--- src/rtl/tsense_pkg.sv ---
// tsense_ctrl shared types: FSM state enum and signed saturation helper.
// Used by tsense_ctrl and its testbench (TSENSE_AVG_EN selects averaging).
package tsense_pkg;

   typedef enum logic [1:0] {
      S_OFF,
      S_PWRUP,
      S_RESET,
      S_INTEGRATE
   } tsense_state_t;

   // Clamp v to the signed range of a w-bit value.
   function automatic logic signed [63:0] sat_s(
      input logic signed [63:0] v,
      input int                 w
   );
      logic signed [63:0] hi;
      logic signed [63:0] lo;
      hi = (64'sd1 <<< (w - 1)) - 64'sd1;
      lo = -(64'sd1 <<< (w - 1));
      if (v > hi)
         return hi;
      else if (v < lo)
         return lo;
      else
         return v;
   endfunction

endpackage

--- src/rtl/tsense_ctrl_sync.sv ---
// DO_1V8 synchroniser: two flops into the clk domain plus a
// rising-edge detector; o_det pulses one cycle per edge.
module tsense_ctrl_sync (
   input  logic i_clk,
   input  logic i_rst,
   input  logic i_d,
   output logic o_det
);

   logic r_s1;
   logic r_s2;
   logic r_s3;

   // Metastability chain plus one delayed copy for edge detection.
   always_ff @(posedge i_clk or posedge i_rst) begin
      if (i_rst) begin
         r_s1 <= 1'b0;
         r_s2 <= 1'b0;
         r_s3 <= 1'b0;
      end else begin
         r_s1 <= i_d;
         r_s2 <= r_s1;
         r_s3 <= r_s2;
      end
   end

   assign o_det = r_s2 & ~r_s3;

endmodule

--- src/rtl/tsense_ctrl.sv ---
// GR-EX temperature sensor sequencer: power-up, reset/integrate loop,
// timeout, optional averaging (TSENSE_AVG_EN) and saturated conversion.
module tsense_ctrl
   import tsense_pkg::*;
#(
   parameter int CNT_W      = 8,
   parameter int AVG_LOG2   = 2,
   parameter int T_PWRUP    = 10,
   parameter int T_RESET    = 15,
   parameter int CNT_OFFSET = 65,
   parameter int SLOPE      = -6,
   parameter int TEMP_BIAS  = 20,
   parameter int TEMP_W     = 12
) (
   input  logic                     clk,
   input  logic                     reset,
   input  logic                     en,
   input  logic                     DO_1V8,
   output logic                     RESET_1V8,
   output logic                     PWRUP_1V8,
   output logic [CNT_W-1:0]         counter,
   output logic signed [TEMP_W-1:0] temperature,
   output logic                     valid,
   output logic                     timeout,
   output logic                     busy
);

   localparam int T_MAX = (T_PWRUP > T_RESET) ? T_PWRUP : T_RESET;
   localparam int TMR_W = $clog2(T_MAX + 1);
   localparam int CW    = CNT_W + 16;

   tsense_state_t r_state;
   tsense_state_t w_next;

   logic [TMR_W-1:0]         r_tmr;
   logic [CNT_W-1:0]         r_cnt;
   logic [CNT_W-1:0]         r_counter;
   logic [CNT_W-1:0]         r_avg;
   logic                     r_go;
   logic                     r_valid;
   logic                     r_timeout;
   logic signed [TEMP_W-1:0] r_temp;

   logic                     w_det;
   logic                     w_integ;
   logic                     w_fin;
   logic                     w_to;
   logic                     w_end;
   logic                     w_tmr_done;
   logic                     w_done;
   logic [CNT_W-1:0]         w_avg;
   logic signed [CW-1:0]     w_avg_s;
   logic signed [CW-1:0]     w_prod;
   logic signed [TEMP_W-1:0] w_temp;

   tsense_ctrl_sync u_sync (
      .i_clk (clk),
      .i_rst (reset),
      .i_d   (DO_1V8),
      .o_det (w_det)
   );

   assign w_integ = (r_state == S_INTEGRATE);
   assign w_fin   = w_integ & w_det;
   assign w_to    = w_integ & ~w_det & (&r_cnt);
   assign w_end   = w_fin | w_to;

   assign w_tmr_done =
      ((r_state == S_PWRUP) && (r_tmr == TMR_W'(T_PWRUP - 1))) ||
      ((r_state == S_RESET) && (r_tmr == TMR_W'(T_RESET - 1)));

   // State register.
   always_ff @(posedge clk or posedge reset) begin
      if (reset)
         r_state <= S_OFF;
      else
         r_state <= w_next;
   end

   // Next-state and sensor control outputs.
   always_comb begin
      w_next    = r_state;
      RESET_1V8 = 1'b1;
      PWRUP_1V8 = 1'b0;
      unique case (r_state)
         S_OFF: begin
            if (en)
               w_next = S_PWRUP;
         end
         S_PWRUP: begin
            PWRUP_1V8 = 1'b1;
            if (w_tmr_done)
               w_next = en ? S_RESET : S_OFF;
         end
         S_RESET: begin
            PWRUP_1V8 = 1'b1;
            if (w_tmr_done)
               w_next = en ? S_INTEGRATE : S_OFF;
         end
         S_INTEGRATE: begin
            RESET_1V8 = 1'b0;
            PWRUP_1V8 = 1'b1;
            if (w_end)
               w_next = en ? S_RESET : S_OFF;
         end
         default: w_next = S_OFF;
      endcase
   end

   // Phase timer restarts on every state change.
   always_ff @(posedge clk or posedge reset) begin
      if (reset)
         r_tmr <= '0;
      else if (r_state != w_next)
         r_tmr <= '0;
      else if (r_state == S_PWRUP || r_state == S_RESET)
         r_tmr <= r_tmr + 1'b1;
   end

   // Integration counter: cleared in S_RESET, holds on det/timeout.
   always_ff @(posedge clk or posedge reset) begin
      if (reset)
         r_cnt <= '0;
      else if (r_state == S_RESET)
         r_cnt <= '0;
      else if (w_integ && !w_det && !w_to)
         r_cnt <= r_cnt + 1'b1;
   end

`ifdef TSENSE_AVG_EN
   localparam int ACC_W = CNT_W + AVG_LOG2;
   localparam int IDX_W = (AVG_LOG2 > 0) ? AVG_LOG2 : 1;

   logic [ACC_W-1:0] r_acc;
   logic [IDX_W-1:0] r_idx;
   logic [ACC_W-1:0] w_sum;
   logic             w_last;

   assign w_sum  = r_acc + ACC_W'(r_cnt);
   assign w_last = (r_idx == IDX_W'((1 << AVG_LOG2) - 1));
   assign w_avg  = CNT_W'(w_sum >> AVG_LOG2);
   assign w_done = w_fin & w_last;

   // Accumulator; a timeout throws away the partial average.
   always_ff @(posedge clk or posedge reset) begin
      if (reset) begin
         r_acc <= '0;
         r_idx <= '0;
      end else if (w_to) begin
         r_acc <= '0;
         r_idx <= '0;
      end else if (w_fin) begin
         if (w_last) begin
            r_acc <= '0;
            r_idx <= '0;
         end else begin
            r_acc <= w_sum;
            r_idx <= r_idx + 1'b1;
         end
      end
   end
`else
   assign w_avg  = r_cnt;
   assign w_done = w_fin;
`endif

   assign w_avg_s = $signed({16'd0, r_avg});
   assign w_prod  = (w_avg_s - CW'(CNT_OFFSET)) * CW'(SLOPE)
                  + CW'(TEMP_BIAS);
   assign w_temp  = TEMP_W'(sat_s(64'(w_prod), TEMP_W));

   // Result pipeline: sample at D, temperature at D+1, valid in D+2.
   always_ff @(posedge clk or posedge reset) begin
      if (reset) begin
         r_counter <= '0;
         r_avg     <= '0;
         r_go      <= 1'b0;
         r_valid   <= 1'b0;
         r_temp    <= '0;
         r_timeout <= 1'b0;
      end else begin
         r_go    <= w_done;
         r_valid <= r_go;
         if (w_fin)
            r_counter <= r_cnt;
         if (w_done)
            r_avg <= w_avg;
         if (r_go)
            r_temp <= w_temp;
         if (w_to)
            r_timeout <= 1'b1;
      end
   end

   assign counter     = r_counter;
   assign temperature = r_temp;
   assign valid       = r_valid;
   assign timeout     = r_timeout;
   assign busy        = (r_state != S_OFF);

endmodule

--- config.mk ---
export PLATFORM = sky130hd
export DESIGN_NAME = tsense_ctrl
export DESIGN_NICKNAME = d
export VERILOG_FILES = /design/src/rtl/tsense_pkg.sv /design/src/rtl/tsense_ctrl_sync.sv /design/src/rtl/tsense_ctrl.sv
export SDC_FILE = /design/constraint.sdc
export NUM_CORES = 1
export LEC_CHECK = 0
export BUFFER_PORTS_ARGS = -buffer_cell sky130_fd_sc_hd__buf_2
export CORE_MARGIN = 3
export CORE_UTILIZATION = 35
export DETAILED_ROUTE_END_ITERATION = 10
export SLEW_MARGIN = 20
export SYNTH_ARGS = -nofsm -noshare
export SYNTH_HDL_FRONTEND = slang
export SYNTH_SLANG_ARGS = --single-unit
--- constraint.sdc ---
create_clock -name clk -period 4.4 [get_ports clk]
set_input_delay 0.88 -clock clk [delete_from_list [all_inputs] [get_ports clk]]
set_output_delay 0.88 -clock clk [all_outputs]
set_load 0.01 [all_outputs]
==> metrics.md, run 1 <==
| Metric | Value |
|---|---|
| Commonest register cell after synthesis | dfrtp_1 |
| Share of cells above drive strength 1 | 0.254 |
| Met3 Wirelength | 258 um |
| Sink Count | 40 |
| Area contributors post-synth | dfrtp_1 (36%), ha_1 (14%), nor2_1 (5.4%), xnor2_1 (4.7%), xor2_1 (3.8%) |
| Insertion delay to the later sink of the worst-skew pair | 0.30 ns |
| Met2 WL | 2900 um |
| DR WL/cell | 13.5 um |
| Synthesized area | 0.00280 sq mm |
| Grt ovf | 0 |
| # diodes | 0 |
| Clk pin slew, worst setup/hold paths | 0.09 ns |
| Worst-path maximum fanout | 6 |
| Power Total | 1.49 mW |
| Min-Delay Path Depth | 0 |
| Final RePlAce weighted congestion | 0.836 |
| Internal | 0.921 mW |
| Mean Syn Cell Area | 9.53 sq um |
| Slew headroom | 0.536 |
| Area grow syn2layout | 21.5% |
| Data arrival, critical path | 4.47 ns |
| Final WL | 5960 um |
| Area leader, netlist | dfrtp_1 |
| Critical path class | flop to flop |
| Synth Area in Compound Gates | 0.152 |
| Post-layout min period | 4.27 ns |
| ANT nets after route | 0 |
| Largest family of logic cells by synthesized area | simple AND/OR/NAND/NOR gates |
| Combinational Power Share | 0.472 |
| R2r setup slk | 0.13 ns |
| GRT Util Overall | 0.132 |
| Final hold vios | 0 |
| Synthesized-area fraction occupied by adder cells | 0.157 |
| Yosys cell types | 51 |
| Via-per-instance ratio | 5.02 |
| Tcrit/Tclk final | 0.971 |
| Async SR Flop Fraction | 1.00 |
| Slew @ Worst Pin | 0.697 ns |
| Initial antenna violation count | 0 |
| Hold_sp | u_sync.r_s1$_DFF_PP0_ |
| Die area | 0.00911 sq mm |
| Post-synth EDFFs | 0 |
| Die H | 95.5 um |
| Reg2reg start | r_avg[1]$_DFFE_PP0P_ |
| Routed vias | 2215 |
| Chip Width | 95.5 um |
| H-Tree Depth | 2 |
| Leak | 1.68 nW |
| Register bit total from synthesis | 40 |
| Initial Util | 0.372 |
| Final setup viols | 0 |
| Synth Area in XOR/XNOR | 0.0844 |
| Synth cell count leaders | dfrtp_1 (40), nor2_1 (40), ha_1 (32) |
| PD cells | 438 mW/mm^2 |
| Critical path launch point | r_avg[1]$_DFFE_PP0P_ |
| Outcome | completed |
| Syn Inst Count | 294 |
| Register share of total power | 0.322 |
| Global-route wire length before repair | 9600 um |
| Worst setup SP type | flop |
| DRC | 0 |
| Max cap viols | 0 |
| Net Count, Synth | 332 |
| Pre-antenna DRT Iters | 4 |
| Switch share | 0.383 |
| Fmax achieved | 234 MHz |
| Critical path required time | 4.60 ns |
| Root Buffer | clkbuf_8 |
| IO Count | 29 |
| Fin. max-slew vios | 0 |
| Largest net degree at the start of global routing | 41 |
| CTS Buf Count | 5 |
| Hold_buf cts | 0 |
| Post-synthesis simple-gate area fraction | 0.161 |
| Post-route setup slack | 0.127 ns |
| Max clock buf depth | 2 |
| Post-synthesis mux area share | 0.0456 |
| Number of global-route vias before repair | 2152 |
| Worst Hold Class | flop to flop |
| Sequential element share of the synthesized area | 0.357 |
| Total Nets Final | 379 |
| YS warnings | 0 |
| VDD IR max | 243 uV |
| Skew final | 0.00912 ns |
| M1 WL | 2730 um |
| Iter 0 DRT Violations | 42 |
| Dpl ws | -0.0122 ns |
| Core area | 0.00752 sq mm |
| Row count | 31 |
| CP Capture Type | flop |
| Post-synth top area share | 0.357 |
| Worst Reg-to-Reg Cells | 16 |
| CTS tree | built |
| Highest routed layer | met4 |
| Switch Pwr | 0.572 mW |
| Post-DP HPWL | 4320 um |
| Clock group share of total power | 0.207 |
| Number of port buffers | 28 |
## cell type report
cell class	count	area, sq um
Fill cell	763	4120
Multi-Input combinational cell	225	1810
Timing Repair Buffer	44	260
Sequential cell	40	1000
Tap cell	99	124
Clock inverter	3	46.3
Inverter	25	93.8
Clock buffer	5	68.8
## worst max-delay path: stages, from the launching register on
cell	delay, ns
dfrtp_1	0.40
inv_1	0.07
ha_2	0.18
nand2_1	0.09
or3_4	0.36
xnor2_2	0.19
inv_1	0.06
ha_1	0.30
ha_1	0.31
ha_2	0.29
a21o_1	0.22
a2111oi_4	0.37
mux2i_1	0.29
o311ai_2	0.21
o21a_1	0.19
a211o_4	0.36
a311oi_2	0.28
## routing by layer
| metal | global-route usage | vias to the layer above |
|---|---|---|
| met2 | 0.224 | 40 |
| met4 | 0.0403 | 0 |
| met3 | 0.0339 | 8 |
| li1 | - | 1127 |
| met1 | 0.164 | 1040 |
| met5 | 0 | - |
## timing repair
| action | 4_1_cts | 5_1_grt |
|---|---|---|
| buffers inserted | 0 | 8 |
| gates cloned | 0 | 1 |
| setup endpoints to repair | 3 | 11 |
| pin swaps | 1 | 12 |
| gates resized for setup | 2 | 21 |
## layout by cell type (no fill, tap or decap), types with 6 or more instances in the layout
master	instances
o21ai_0	12
dfrtp_1	40
nand3_1	6
mux2i_1	6
ha_1	28
xor2_1	12
xnor2_1	13
inv_1	24
nand2_1	21
a31oi_1	6
mux2_2	6
buf_2	28
nor2_1	40
buf_4	16
## sequential cells by signal, indices dropped and copies added (netlist names)
name and flops:
temperature 12, r_avg 8, r_cnt 8, r_tmr 4, r_state 2, r_go 1
timeout 1, u_sync.r_s1 1, u_sync.r_s2 1, u_sync.r_s3 1, valid 1
## worst paths after layout
| kind | to |
|---|---|
| hold / removal | u_sync.r_s2$_DFF_PP0_ |
| hold reg to reg | u_sync.r_s2$_DFF_PP0_ |
| setup / recovery | temperature[1]$_DFFE_PP0P_ |
| min in group asynchronous | temperature[2]$_DFFE_PP0P_ |
| max in group asynchronous | r_cnt[5]$_DFFE_PP0P_ |
| setup reg to reg | temperature[1]$_DFFE_PP0P_ |
## power by group through the flow
stage / combinational, mW / sequential [mW] / clock (mW)
after global routing: 0.799 / 0.490 / 0.339
after global placement: 0.650 / 0.486 / 0
after floorplan: 0.500 / 0.492 / 0
after CTS: 0.667 / 0.481 / 0.321
final: 0.704 / 0.480 / 0.309
after detailed placement: 0.657 / 0.489 / 0
## kinds of logic (layout without fill, tap and decap cells)
logic type,count (synthesis),in the layout
DFF,40,40
buffers and inverters,30,77
xor gates and xnor gates,27,27
adders and majority gates,34,34
and+or+nand+nor,92,92
muxes,12,12
AOI/OAI and AO/OA,59,60
## stage by stage
stage                     area (sq um)  setup TNS (ns)  utilization  cells  hold slack [ns]
final                             3400               0        0.452    441            0.367
after global routing              3400          -0.206        0.452    441            0.381
after CTS                         3220               0        0.427    432            0.372
after detailed placement          3100         -0.0173        0.412    424            0.350
after global placement            3100               0        0.412    424            0.332
after floorplan                   2800               0            -    294            0.331
Power figures use the tool's default switching activity.
==> run 2, diff against run 1 <==
CTS_BUF_LIST = sky130_fd_sc_hd__clkbuf_16   (was unset)
clock period = 4.75 ns   (was 4.4 ns; I/O delays follow)
==> run 2 against run 1 <==
Compared with the run above:
- sequential cell count stayed put
- die area is the same
- non-clock buffer count shrank 12
- critical path depth decreased by 2
- first-iteration DRC count rose by 48%
- final area fell by 5.8%
- global-route usage is essentially flat
- worst hold slack got worse by 0.0057 ns
- worst setup slack gained 0.24 ns
- largest power group unchanged
==> metrics.md, run 2 (same netlist as run 1, synthesis figures left out) <==
| Metric | Value |
|---|---|
| Core Util, Final | 0.426 (was 0.452) |
| Reg2reg start | r_avg[0]$_DFFE_PP0P_ (was r_avg[1]$_DFFE_PP0P_) |
| Grt ovf | 0 (unchanged) |
| Fmax achieved | 228 MHz (was 234 MHz) |
| Initial Util | 0.372 (unchanged) |
| Number of global-route vias before repair | 2165 (was 2152) |
| CP Capture Type | flop (unchanged) |
| GRT Util Overall | 0.132 (about the same) |
| Iter 0 DRT Violations | 62 (was 42) |
| Critical path class | flop to flop (unchanged) |
| R2r setup slk | 0.37 ns (was 0.13 ns) |
| PD cells | 426 mW/mm^2 (was 438 mW/mm^2) |
| # fillers | 754 (was 763) |
| Top cell by count, worst path | ha_1 |
| H-Tree Depth | 2 (unchanged) |
| Insertion delay to the later sink of the worst-skew pair | 0.28 ns (was 0.30 ns) |
| CTS tree | built (unchanged) |
| Most frequent cells in the layout | nor2_1 (40), dfrtp_1 (40), ha_1 (32) (was nor2_1 (40), dfrtp_1 (40), ha_1 (28), buf_2 (28), inv_1 (24)) |
| Crit Reg-Reg Endpoint | temperature[2]$_DFFE_PP0P_ (was temperature[1]$_DFFE_PP0P_) |
| Die H | 95.5 um (unchanged) |
| Max clock buf depth | 2 (unchanged) |
| Final hold vios | 0 (unchanged) |
| DRC | 0 (unchanged) |
| Number of port buffers | 28 (unchanged) |
| Area grow syn2layout | 14.5% (was 21.5%) |
| Data arrival, critical path | 4.56 ns (was 4.47 ns) |
| Setup_tns | 0 ns (unchanged) |
| Core area | 0.00752 sq mm (unchanged) |
| Initial antenna violation count | 0 (unchanged) |
| CP Cell Sequence | buf_4 > nor3_1 > xor2_1 > ha_1 > ha_1 > ha_1 > fa_1 > a211oi_2 > o21ai_0 > a32oi_1 > nand4_4 > a21o_1 > a211o_2 > a311oi_1 (was inv_1 > ha_2 > nand2_1 > or3_4 > xnor2_2 > inv_1 > ha_1 > ha_1 > ha_2 > a21o_1 > a2111oi_4 > mux2i_1 > o311ai_2 > o21a_1 > a211o_4 > a311oi_2) |
| Worst Setup EP | temperature[2]$_DFFE_PP0P_ (was temperature[1]$_DFFE_PP0P_) |
| Worst setup SP type | flop (unchanged) |
| Critical path required time | 4.93 ns (was 4.60 ns) |
| Largest register FFs | 12 (unchanged) |
| Row count | 31 (unchanged) |
| Clk pin slew, worst setup/hold paths | 0.06 ns (was 0.09 ns) |
| Max cap viols | 0 (unchanged) |
| Tcrit/Tclk final | 0.923 (was 0.971) |
| Share of cells above drive strength 1 | 0.174 (was 0.254) |
| Post-DP HPWL | 4260 um (was 4320 um) |
| Post-layout min period | 4.38 ns (was 4.27 ns) |
| Fin. max-slew vios | 0 (unchanged) |
| Pre-antenna DRT Iters | 4 (unchanged) |
| # diodes | 0 (unchanged) |
| Dpl ws | 0.217 ns (was -0.0122 ns) |
| Final RePlAce weighted congestion | 0.840 (was 0.836) |
| Sink Count | 40 (unchanged) |
| Global-route wire length before repair | 9770 um (was 9600 um) |
| Root Buffer | clkbuf_16 (was clkbuf_8) |
| Worst-case hold slack | 0.361 ns (was 0.367 ns) |
| IO Count | 29 (unchanged) |
| VDD IR max | 234 uV (was 243 uV) |
| Via-per-instance ratio | 5.11 (was 5.02) |
| Slew @ Worst Pin | 0.632 ns (was 0.697 ns) |
| Chip Width | 95.5 um (unchanged) |
| Critical path launch point | r_avg[0]$_DFFE_PP0P_ (was r_avg[1]$_DFFE_PP0P_) |
| Total Nets Final | 366 (was 379) |
| Slowest Stage Delay on Critical Path | 0.49 ns (was 0.40 ns) |
| Flip-flop and latch area | 0.00100 sq mm (unchanged) |
| CTS Buf Count | 5 (unchanged) |
| DR WL/cell | 12.8 um (was 13.5 um) |
| Largest net degree at the start of global routing | 41 (unchanged) |
| Leak | 1.62 nW (was 1.68 nW) |
| Worst Reg-to-Reg Cells | 14 (was 16) |
| Worst-path maximum fanout | 11 (was 6) |
| Hold_buf cts | 0 (unchanged) |
| Worst Hold Class | flop to flop (unchanged) |
| Final WL | 5460 um (was 5960 um) |
| Crit-path slowest cell | fa_1 (was dfrtp_1) |
| RSZ-0062 raised after global routing | no |
| ANT nets after route | 0 (unchanged) |
| Area of the multi-input gates | 0.00168 sq mm (was 0.00181 sq mm) |
| Slew headroom | 0.579 (was 0.536) |
| Skew final | 0.00816 ns (was 0.00912 ns) |
| Routed vias | 2183 (was 2215) |
| Min-Delay Path Depth | 0 (unchanged) |
| Post-route setup slack | 0.368 ns (was 0.127 ns) |
| Die area | 0.00911 sq mm (unchanged) |
| Outcome | completed (unchanged) |
| Final setup viols | 0 (unchanged) |
==> run 2: changes by cell type in the layout (fill, tap and decap cells not counted), moves of 4 or more <==
cell,change
buf_4,-12
clkbuf_16,+5
clkbuf_8,-5
ha_1,+4
ha_2,-4
==> run 2: stage by stage <==
| stage | std cells | total power, mW | cell area [sq um] |
|---|---|---|---|
| 2_1_floorplan | 294 | 0.920 | 2800 |
| 3_3_place_gp | 418 | 1.04 | 3050 |
| 3_5_place_dp | 418 | 1.05 | 3050 |
| 4_1_cts | 425 | 1.38 | 3190 |
| 5_1_grt | 427 | 1.49 | 3210 |
| 6_report | 427 | 1.37 | 3210 |
==> run 2: timing repair <==
item,CTS,global route
endpoints found under the setup margin,0,11
gates resized for setup,0,2
hold endpoints to repair,0,0
setup buffers,0,2
==> run 2: where the power goes <==
group,switching (mW),internal (mW)
Clock,0.128,0.190
Combinational,0.337,0.266
Sequential,0.0499,0.396
==> run 2: how the worst min path moves through the flow <==
stage	end	slack, ns	from
global route	u_sync.r_s2$_DFF_PP0_	0.37	u_sync.r_s1$_DFF_PP0_
global placement	u_sync.r_s2$_DFF_PP0_	0.33	u_sync.r_s1$_DFF_PP0_
finish	u_sync.r_s2$_DFF_PP0_	0.36	u_sync.r_s1$_DFF_PP0_
CTS	u_sync.r_s2$_DFF_PP0_	0.37	u_sync.r_s1$_DFF_PP0_
detailed placement	u_sync.r_s2$_DFF_PP0_	0.35	u_sync.r_s1$_DFF_PP0_
floorplan	u_sync.r_s2$_DFF_PP0_	0.33	u_sync.r_s1$_DFF_PP0_
==> run 2: cell type report <==
class,instances,share of cell area
clock buffer,5,0.0390
clock inverter,2,0.00390
inverter,25,0.0293
multi-input combinational,224,0.524
sequential,40,0.312
tap,99,0.0386
timing repair buffer,32,0.0530
==> run 2: worst max-delay path: cells and delay by family (launching register included) <==
family	cells	cell delay, ns
AOI/OAI and AO/OA	6	1.78
buffers and inverters	1	0.16
xor gates and xnor gates	1	0.30
DFF	1	0.37
and+or+nand+nor	2	0.36
adders and majority gates	4	1.31
==> run 2: routing by layer <==
metal  vias to the layer above  global-route usage  share of wire
met5                         -                   0              0
met4                         0              0.0320         0.0070
met3                         5              0.0268          0.038
met2                        35               0.226           0.48
met1                      1046               0.171           0.48
li1                       1097                   -              -
==> run 3, diff against run 2 <==
--- a/config.mk
+++ b/config.mk
@@ -12,2 +12,3 @@
 export DETAILED_ROUTE_END_ITERATION = 10
+export PLACE_DENSITY_LB_ADDON = 0.1
 export SLEW_MARGIN = 20
==> constraint.sdc (replaced) <==
create_clock -name clk -period 4.75 [get_ports clk]
set_input_delay 1.1875 -clock clk [delete_from_list [all_inputs] [get_ports clk]]
set_output_delay 1.1875 -clock clk [all_outputs]
set_load 0.01 [all_outputs]
==> run 3 against run 2 <==
Compared with the run above:
- power rose by 0.17%
- utilization hardly changed
- fmax decreased by 0.62%
- global-route usage up 0.38 points
- critical endpoint is now temperature[3]$_DFFE_PP0P_
- highest routed layer unchanged
==> metrics.md, run 3 (same netlist as run 1, synthesis figures left out) <==
| Metric | Value |
|---|---|
| Outcome | completed (unchanged) |
| M1 WL | 2890 um (was 2610 um) |
| CP Capture Type | flop (unchanged) |
| Initial antenna violation count | 0 (unchanged) |
| Clk pin slew, worst setup/hold paths | 0.06 ns (about the same) |
| Die area | 0.00911 sq mm (unchanged) |
| PD cells | 427 mW/mm^2 (was 426 mW/mm^2) |
| Final hold vios | 0 (unchanged) |
| Highest routed layer | met4 (unchanged) |
| Critical path required time | 4.93 ns (about the same) |
| Via-per-instance ratio | 4.99 (was 5.11) |
| Insertion delay to the later sink of the worst-skew pair | 0.28 ns (about the same) |
| Initial Util | 0.372 (unchanged) |
| DRC | 0 (unchanged) |
| Clock group share of total power | 0.230 (was 0.233) |
| IO Count | 29 (unchanged) |
| CTS Buf Count | 5 (unchanged) |
| Fin. max-slew vios | 0 (unchanged) |
| Internal | 0.853 mW (about the same) |
| Leak | 1.63 nW (was 1.62 nW) |
| Area grow syn2layout | 14.6% (was 14.5%) |
| Iter 0 DRT Violations | 47 (was 62) |
| Number of global-route vias before repair | 2097 (was 2165) |
| Number of port buffers | 28 (unchanged) |
| Critical path class | flop to flop (unchanged) |
| ANT nets after route | 0 (unchanged) |
| VDD IR max | 158 uV (was 234 uV) |
| Worst Reg-to-Reg Cells | 14 (unchanged) |
| Max clock buf depth | 2 (unchanged) |
| Final setup viols | 0 (unchanged) |
| R2r setup slk | 0.34 ns (was 0.37 ns) |
| Hold endpoint | u_sync.r_s2$_DFF_PP0_ (unchanged) |
| Core area | 0.00752 sq mm (unchanged) |
| Switch Pwr | 0.518 mW (was 0.515 mW) |
| Slew @ Worst Pin | 0.683 ns (was 0.632 ns) |
| Most frequent cells in the layout | nor2_1 (40), dfrtp_1 (40), ha_1 (32) (unchanged) |
| Setup_tns | 0 ns (unchanged) |
| Worst-case hold slack | 0.354 ns (was 0.361 ns) |
| CTS tree | built (unchanged) |
| Root Buffer | clkbuf_16 (unchanged) |
| Grt ovf | 0 (unchanged) |
| Final RePlAce weighted congestion | 0.789 (was 0.840) |
| Met2 WL | 2440 um (was 2610 um) |
| Reg2reg start | r_avg[0]$_DFFE_PP0P_ (unchanged) |
| Power Total | 1.37 mW (about the same) |
| Met3 Wirelength | 252 um (was 209 um) |
| # diodes | 0 (unchanged) |
| Post-DP HPWL | 4390 um (was 4260 um) |
| Worst-path maximum fanout | 11 (unchanged) |
| Min-Delay Path Depth | 0 (unchanged) |
| Sink Count | 40 (unchanged) |
| Post-layout min period | 4.41 ns (was 4.38 ns) |
| Data arrival, critical path | 4.59 ns (was 4.56 ns) |
| DR WL/cell | 13.2 um (was 12.8 um) |
| Max cap viols | 0 (unchanged) |
| Hold_sp | u_sync.r_s1$_DFF_PP0_ (unchanged) |
| Largest net degree at the start of global routing | 27 (was 41) |
| Critical path launch point | r_avg[0]$_DFFE_PP0P_ (unchanged) |
| Register share of total power | 0.325 (was 0.326) |
| Worst Hold Class | flop to flop (unchanged) |
| Slew headroom | 0.545 (was 0.579) |
| Largest register FFs | 12 (unchanged) |
| Chip Width | 95.5 um (unchanged) |
| Global-route wire length before repair | 9780 um (was 9770 um) |
| Fmax achieved | 227 MHz (was 228 MHz) |
| Die H | 95.5 um (unchanged) |
| Skew final | 0.00647 ns (was 0.00816 ns) |
| H-Tree Depth | 2 (unchanged) |
| Crit Reg-Reg Endpoint | temperature[3]$_DFFE_PP0P_ (was temperature[2]$_DFFE_PP0P_) |
| RSZ-0062 raised after global routing | no (unchanged) |
| Tcrit/Tclk final | 0.928 (was 0.923) |
| Total Nets Final | 367 (was 366) |
| Routed vias | 2137 (was 2183) |
| Switch share | 0.378 (was 0.376) |
| Share of cells above drive strength 1 | 0.176 (was 0.174) |
| Worst setup SP type | flop (unchanged) |
| Row count | 31 (unchanged) |
| Combinational Power Share | 0.445 (was 0.441) |
| Final WL | 5650 um (was 5460 um) |
| # fillers | 776 (was 754) |
| Pre-antenna DRT Iters | 4 (unchanged) |
| Hold_buf cts | 0 (unchanged) |
| GRT Util Overall | 0.136 (was 0.132) |
==> run 3: power by group through the flow <==
stage	logic [mW]	registers, mW	clock network, mW
6_report	0.609	0.446	0.315
4_1_cts	0.615	0.446	0.325
2_1_floorplan	0.464	0.456	0
3_5_place_dp	0.610	0.451	0
5_1_grt	0.701	0.454	0.335
3_3_place_gp	0.609	0.452	0
==> run 3: final cells by class <==
cell class              instances  area, sq um  share of cell area
clock buffers                   5          125              0.0390
clock inverters                 2         8.76             0.00273
inverters                      25         93.8              0.0292
multi-input cells             224         1680               0.524
flip-flops and latches         40         1000               0.312
well taps                      99          124              0.0386
repair buffers                 33          178              0.0553
==> run 3: how the worst max path moves through the flow <==
stage | cells after the start | slack, ns | endpoint
2_1_floorplan | 17 | 0.50 | temperature[1]$_DFFE_PP0P_
3_3_place_gp | 16 | 0.31 | temperature[2]$_DFFE_PP0P_
3_5_place_dp | 16 | 0.23 | temperature[1]$_DFFE_PP0P_
4_1_cts | 16 | 0.20 | temperature[1]$_DFFE_PP0P_
5_1_grt | 14 | 0.01 | temperature[1]$_DFFE_PP0P_
6_report | 14 | 0.34 | temperature[3]$_DFFE_PP0P_
==> run 3: repair_timing <==
item / 4_1_cts / 5_1_grt
gates resized for setup: 0 / 2
buffers inserted: 0 / 2
setup endpoints to repair: 0 / 11
==> run 3: routing by layer <==
layer / track usage / vias up
met5: 0 / -
met4: 0.0427 / 0
met3: 0.0347 / 6
met2: 0.208 / 33
met1: 0.189 / 992
li1: - / 1106
==> run 3: worst max-delay path, stage by stage, from the launching register on <==
cell and delay (ns):
dfrtp_1 0.37, buf_4 0.16, nor3_1 0.20, xor2_1 0.29
ha_1 0.29, ha_1 0.28, ha_1 0.26, fa_1 0.51
a211oi_2 0.29, nor2_2 0.11, nor4_4 0.44, nand4_4 0.18
a21o_1 0.19, a211o_2 0.43, a311oi_1 0.30
==> run 3: stage by stage <==
step,utilization,std cells,worst slack [ns],instance area [sq um]
after floorplan,-,294,0.503,2800
after global placement,0.407,419,0.314,3060
after detailed placement,0.407,419,0.231,3060
after CTS,0.425,426,0.200,3200
after global routing,0.427,428,0.0127,3210
final,0.427,428,0.340,3210
